==> config.mk <==
export PLATFORM = sky130hd
export DESIGN_NAME = tpu_ctrl
export DESIGN_NICKNAME = d
export VERILOG_FILES = /design/src/rtl/tpu_ctrl.sv
export SDC_FILE = /design/constraint.sdc
export NUM_CORES = 1
export LEC_CHECK = 0
export ABC_AREA = 1
export CELL_PAD_IN_SITES_DETAIL_PLACEMENT = 0
export CELL_PAD_IN_SITES_GLOBAL_PLACEMENT = 1
export CORE_MARGIN = 2
export CORE_UTILIZATION = 23
export DETAILED_ROUTE_END_ITERATION = 8
export PLACE_DENSITY_LB_ADDON = 0.1
export RECOVER_POWER = 100
export SYNTH_ARGS = -nofsm -noshare
export SYNTH_HDL_FRONTEND = slang
export SYNTH_SLANG_ARGS = --single-unit
==> constraint.sdc <==
create_clock -name clk -period 1.2 [get_ports clk]
set_input_delay 0.24 -clock clk [delete_from_list [all_inputs] [get_ports clk]]
set_output_delay 0.24 -clock clk [all_outputs]
set_load 0.005 [all_outputs]
==> src/rtl/tpu_ctrl.sv <==
// MMIO decode and matmul sequencer for a DIM x DIM systolic array.
// Optional build macro TPU_CTRL_PERF_EN adds the perf_cnt array-enable counter.
module tpu_ctrl #(
  parameter int DIM        = 8,
  parameter int ADDRW      = 16,
  parameter int RUN_CYCLES = 3*DIM-2,
  localparam int RW        = (DIM > 1) ? $clog2(DIM) : 1
) (
  input  logic             clk,
  input  logic             rst,
  input  logic             req,
  input  logic             r_w,
  input  logic [ADDRW-1:0] addr,
  output logic             ack,
  output logic             wr_en_a,
  output logic             wr_en_b,
  output logic             wr_en_c,
  output logic [RW-1:0]    a_row,
  output logic [RW-1:0]    c_row,
  output logic             c_hi,
  output logic             arr_en,
  output logic             b_en,
  output logic             busy,
  output logic             done
`ifdef TPU_CTRL_PERF_EN
  ,
  output logic [31:0]      perf_cnt
`endif
);

  typedef enum logic [1:0] {IDLE, RUN, DONE} state_t;

  localparam logic [ADDRW-1:0] START_ADDR = ADDRW'(16'h0400);
  localparam logic [4:0]       CNT_LAST   = 5'(RUN_CYCLES - 1);

  state_t     state_q, state_d;
  logic [4:0] cnt_q, cnt_d;
  logic [7:0] page;

  assign page  = addr[15:8];
  assign a_row = addr[3 +: RW];
  assign c_row = addr[4 +: RW];
  assign c_hi  = addr[3];

  // Every request in IDLE is acked, including unmapped and perf reads,
  // so only the strobes depend on the decoded page.
  always_comb begin
    state_d = state_q;
    cnt_d   = cnt_q;
    ack     = 1'b0;
    wr_en_a = 1'b0;
    wr_en_b = 1'b0;
    wr_en_c = 1'b0;
    arr_en  = 1'b0;
    busy    = 1'b0;
    done    = 1'b0;
    if (!rst) begin
      case (state_q)
        IDLE: begin
          if (req) begin
            ack     = 1'b1;
            wr_en_a = r_w && (page == 8'h01);
            wr_en_b = r_w && (page == 8'h02);
            wr_en_c = r_w && (page == 8'h03);
            if (r_w && (addr == START_ADDR)) begin
              cnt_d   = '0;
              state_d = RUN;
            end
          end
        end
        RUN: begin
          arr_en = 1'b1;
          busy   = 1'b1;
          cnt_d  = cnt_q + 5'd1;
          if (cnt_q == CNT_LAST) state_d = DONE;
        end
        DONE: begin
          done    = 1'b1;
          busy    = 1'b1;
          state_d = IDLE;
        end
        default: state_d = IDLE;
      endcase
    end
    b_en = wr_en_b | arr_en;
  end

  always_ff @(posedge clk) begin
    if (rst) begin
      state_q <= IDLE;
      cnt_q   <= '0;
    end else begin
      state_q <= state_d;
      cnt_q   <= cnt_d;
    end
  end

`ifdef TPU_CTRL_PERF_EN
  logic [31:0] perf_q;

  always_ff @(posedge clk) begin
    if (rst) perf_q <= '0;
    else if (arr_en) perf_q <= perf_q + 32'd1;
  end

  assign perf_cnt = perf_q;
`endif

endmodule

* Word-level counts from Yosys, hierarchy flattened
Index checks and enable logic that the tools add are counted.
Operators by class: reductions and logical operators 9, equal/unequal tests 10, bitwise gates (word level) 1, $add $sub $neg 1, multiplexer cells 25
Operators by type and width (number):
- 1-bit two-way mux | 18
- 16-bit by 11-bit == test with 1-bit output, second input constant | 1
- 8-bit by 2-bit == test with 1-bit output, second input constant | 2
- 5-bit two-way mux | 2
- 5-bit one-hot mux with 2 select lines | 1
- 8-bit by 1-bit == test with 1-bit output, second input constant | 1
- 2-bit two-way mux | 3
- 2-bit != test, second input constant | 3
- 3-bit AND reduction | 2
- 5-bit by 1-bit adder with 5-bit output, second input constant | 1
- 5-bit == test, second input constant | 1
- 1-bit logical AND | 4
- 2-bit one-hot mux with 2 select lines | 1
- 2-bit by 1-bit == test with 1-bit output, second input constant | 1
- 2-bit == test, second input constant | 1
- 2-bit zero test | 1
- 2-bit nonzero test | 1
- 2-bit OR reduction | 1
- 1-bit OR | 1
Storage, ports and cells: logic and storage cells 48, input port bits 20, output and inout bits 15, bits in registers 7

* Logic depth before layout (Yosys ltp)
depth in word-level cells 6, gate-level depth with buffers 10, depth with buffers taken out 10

* Worst setup path before layout
No wires, ideal clock.
kind flip-flop to output port, start register state_q[0], end output wr_en_b, buffers on the path 0, data arrival time 1.239 ns, required time 0.960 ns, slack -0.279 ns, cell stages (with the launch flop) 7, path through dfxtp_1 inv_1 ha_1 nand2_1 nor2_2 nand4_1 nor4_1
Between the ends: longest elaborated chain between the ends 3
RTL lines:
- start: declaration | RTL line 36 | state_t state_q, state_d;
- start signal: assignment | RTL line 93 | state_q <= state_d;
- 2-bit zero test | RTL line 58 | case (state_q)
- 1-bit two-way mux | RTL line 58
- 1-bit two-way mux | RTL line 57 | if (!rst) begin
- end: declaration | RTL line 16 | output logic wr_en_b,
No other way between the ends.

* Worst setup path after layout
start register state_q[1], end output wr_en_b
Same word-level chain as after synthesis.

==> flow_metrics.tcl <==
set metrics [dict create \
    area_growth_pct 85.5 \
    vias 826 \
    swShare 0.376 \
    peakVddDrop_v 0.000715 \
    wl_met2_um 1050 \
    die_h_um 59.1 \
    yosysTopAreaCellShare 0.201 \
    p_int_uw 688 \
    min_path_type "flop to flop" \
    cts-htree-levels 1 \
    synth_area_leaders "dfxtp_1 20%, ha_1 13%, nor2_1 12%" \
    synth_seq_area_share 0.201 \
    cts_tree "built" \
    vias_per_cell 4.28 \
    whs_ns 0.538 \
    cp_data_arrival_time_ns 1.47 \
    grt_usage 0.129 \
    grt_max_degree 8 \
    critPathKind "flop to output port" \
    drc 0 \
    switching_power_uw 415 \
    syn-cell-area_um2 698 \
    port_buffers 34 \
    crit_path_max_fanout 2 \
    crit-reg2reg-launch "state_q[1]" \
    comb_power_share 0.528 \
    endpoint_kind "output port" \
    p_leak_nw 0.612 \
    ant_nets 0 \
    top_layer "met3" \
    routedWlPerCell_um 10.5 \
    syn_inst 109 \
    clock_latency_ns 0.26 \
    fin_ws_ns -0.507 \
    firstDrtPassIters 3 \
    worstSetupStartpoint "state_q[1]" \
    pwr-share-clk 0.205 \
    setup_tns_ns -5.32 \
    hold_path_startpoint "cnt_q[3]" \
    slowest_stage "dfxtp_2" \
    yosysTopAreaCell "dfxtp_1" \
    wl_met3_um 102 \
    power_density_nw_per_um2 851 \
    cp-start-kind "flop" \
    synth_seq_cells 7 \
    seqPwrFrac 0.267 \
    cts.clk_slew.worst_paths_ns 0.06 \
    synth_fp_nets 136 \
    final_cell_mix "21 x nor2_1, 17 x clkdlybuf4s50_1, 17 x buf_4" \
    gp_congestion 0.727 \
    final_common_cell "nor2_1" \
    met1Wirelength_um 880 \
    dpl_cell_area_um2 1180 \
    drv_cap 0 \
    numCtsBuffers 3 \
    drtIter0Drc 9 \
    status "finished with violations" \
    n_antenna_cell 0 \
    tightestPinTransition_ns 0.234 \
    finalCritPeriodShare 1.42 \
    die-area_um2 3490 \
    failed_checks "negative setup slack" \
    final_cell_area_um2 1290 \
    grt_pass1_wl_um 3460 \
    hold_buffers 0 \
    fin_crit_ns 1.71 \
    drive_gt1_frac 0.407 \
    critPathMaxStageDelay_ns 0.33 \
    clock_path_buffers 2 \
    coreArea_um2 2830 \
    finalNetCount 190 \
    slew_violations 0 \
    dp_hpwl_um 1640 \
    io-pin-count 35 \
    cts_sinks 7 \
    relSlewSlack 0.844 \
    cp.required_ns 0.96 \
    core.rowCount 19 \
    rsz0062_at_grt "true" \
    yosys_warnings 0 \
    root_buffer "clkbuf_4" \
    syn_avg_cell_area_um2 6.41 \
    wl_um 2030 \
    synth.distinct_cells 21 \
    fmax_mhz 586 \
    start_util 0.247 \
    fin_skew_ns 0.00923 \
    path_cells "inv_2 > ha_4 > nand2_4 > nor2_4 > nand4_1 > buf_4 > nor4_2 > buf_2" \
    setup_viol_count_final 15 \
    die_x_um 59.1 \
    grt_pass1_vias 821 \
    finalHoldViolations 0 \
    grt_antenna_before_repair 0 \
    overflow 0 \
]
sequential cells by signal, summed over array words and instances, names as in the netlist:
register and flops:
cnt_q 5, state_q 2
metrics by stage:
| stage | power [mW] | setup WS [ns] | util | instances |
|---|---|---|---|---|
| 3_5_place_dp | 0.804 | -0.903 | 0.419 | 182 |
| 5_1_grt | 1.21 | -0.614 | 0.458 | 193 |
| 3_3_place_gp | 0.794 | -0.892 | 0.419 | 182 |
| 2_1_floorplan | 0.579 | -0.189 | - | 109 |
| 4_1_cts | 1.10 | -0.524 | 0.454 | 194 |
| 6_report | 1.10 | -0.507 | 0.458 | 193 |
metal layers:
metal	vias to the layer above	global-route usage
met4	0	0
met1	369	0.149
met2	17	0.241
met5	-	0
li1	440	-
met3	0	0.0459
cell type report:
cell class	count	area (um2)
clock buffer	3	22.5
tap	31	38.8
sequential	7	143
timing repair buffer	56	470
fill	298	1530
multi-input combinational	79	553
inverter	16	62.6
clock inverter	1	5.00
cell families after synthesis:
group / after synthesis / synth area share
XOR/XNOR: 2 / 0.0251
flip-flops: 7 / 0.201
adder cells (fa/ha/maj): 7 / 0.125
buffers and inverters: 23 / 0.161
AND/OR/NAND/NOR: 63 / 0.430
AO/OA/AOI/OAI: 7 / 0.0573
critical path, delay by kind of cell (launching register included):
| family | cells | cell delay (ns) |
|---|---|---|
| flip-flops | 1 | 0.33 |
| buffers and inverters | 3 | 0.39 |
| AND/OR/NAND/NOR | 4 | 0.34 |
| adder cells (fa/ha/maj) | 1 | 0.15 |
power by group through the flow:
stage	sequential [mW]	clock, mW	combinational [mW]
after floorplan	0.292	0	0.287
after global placement	0.297	0	0.497
after detailed placement	0.299	0	0.505
after CTS	0.294	0.236	0.567
after global routing	0.298	0.257	0.653
final	0.294	0.226	0.582
cells in the mapped netlist:
cell	n
nand4_1	2
nand2_1	18
buf_4	7
ha_1	7
nor2_2	5
nand2_2	1
nor4_1	3
o22ai_1	1
nand3b_1	1
inv_2	2
nor2_1	23
xor2_1	2
nand3_1	5
nand3_2	1
nand2_4	2
or2_1	2
inv_1	14
a21oi_1	4
a21oi_2	1
o21ai_0	1
dfxtp_1	7
worst paths after layout:
check / endpoint / slack, ns / cells after the start
worst max-delay path: wr_en_b / -0.51 / 8
worst min-delay path: cnt_q[3] / 0.54 / 2
worst max register to register: state_q[1] / -0.40 / 11
worst min register to register: cnt_q[3] / 0.54 / 2
timing repair:
| action | CTS | global route |
|---|---|---|
| setup endpoints to repair | 22 | 18 |
| gates cloned | 0 | 0 |
| resized for setup | 63 | 9 |
| buffers inserted | 9 | 1 |
| pin swaps | 13 | 8 |
(Power assumes the default switching activity.)
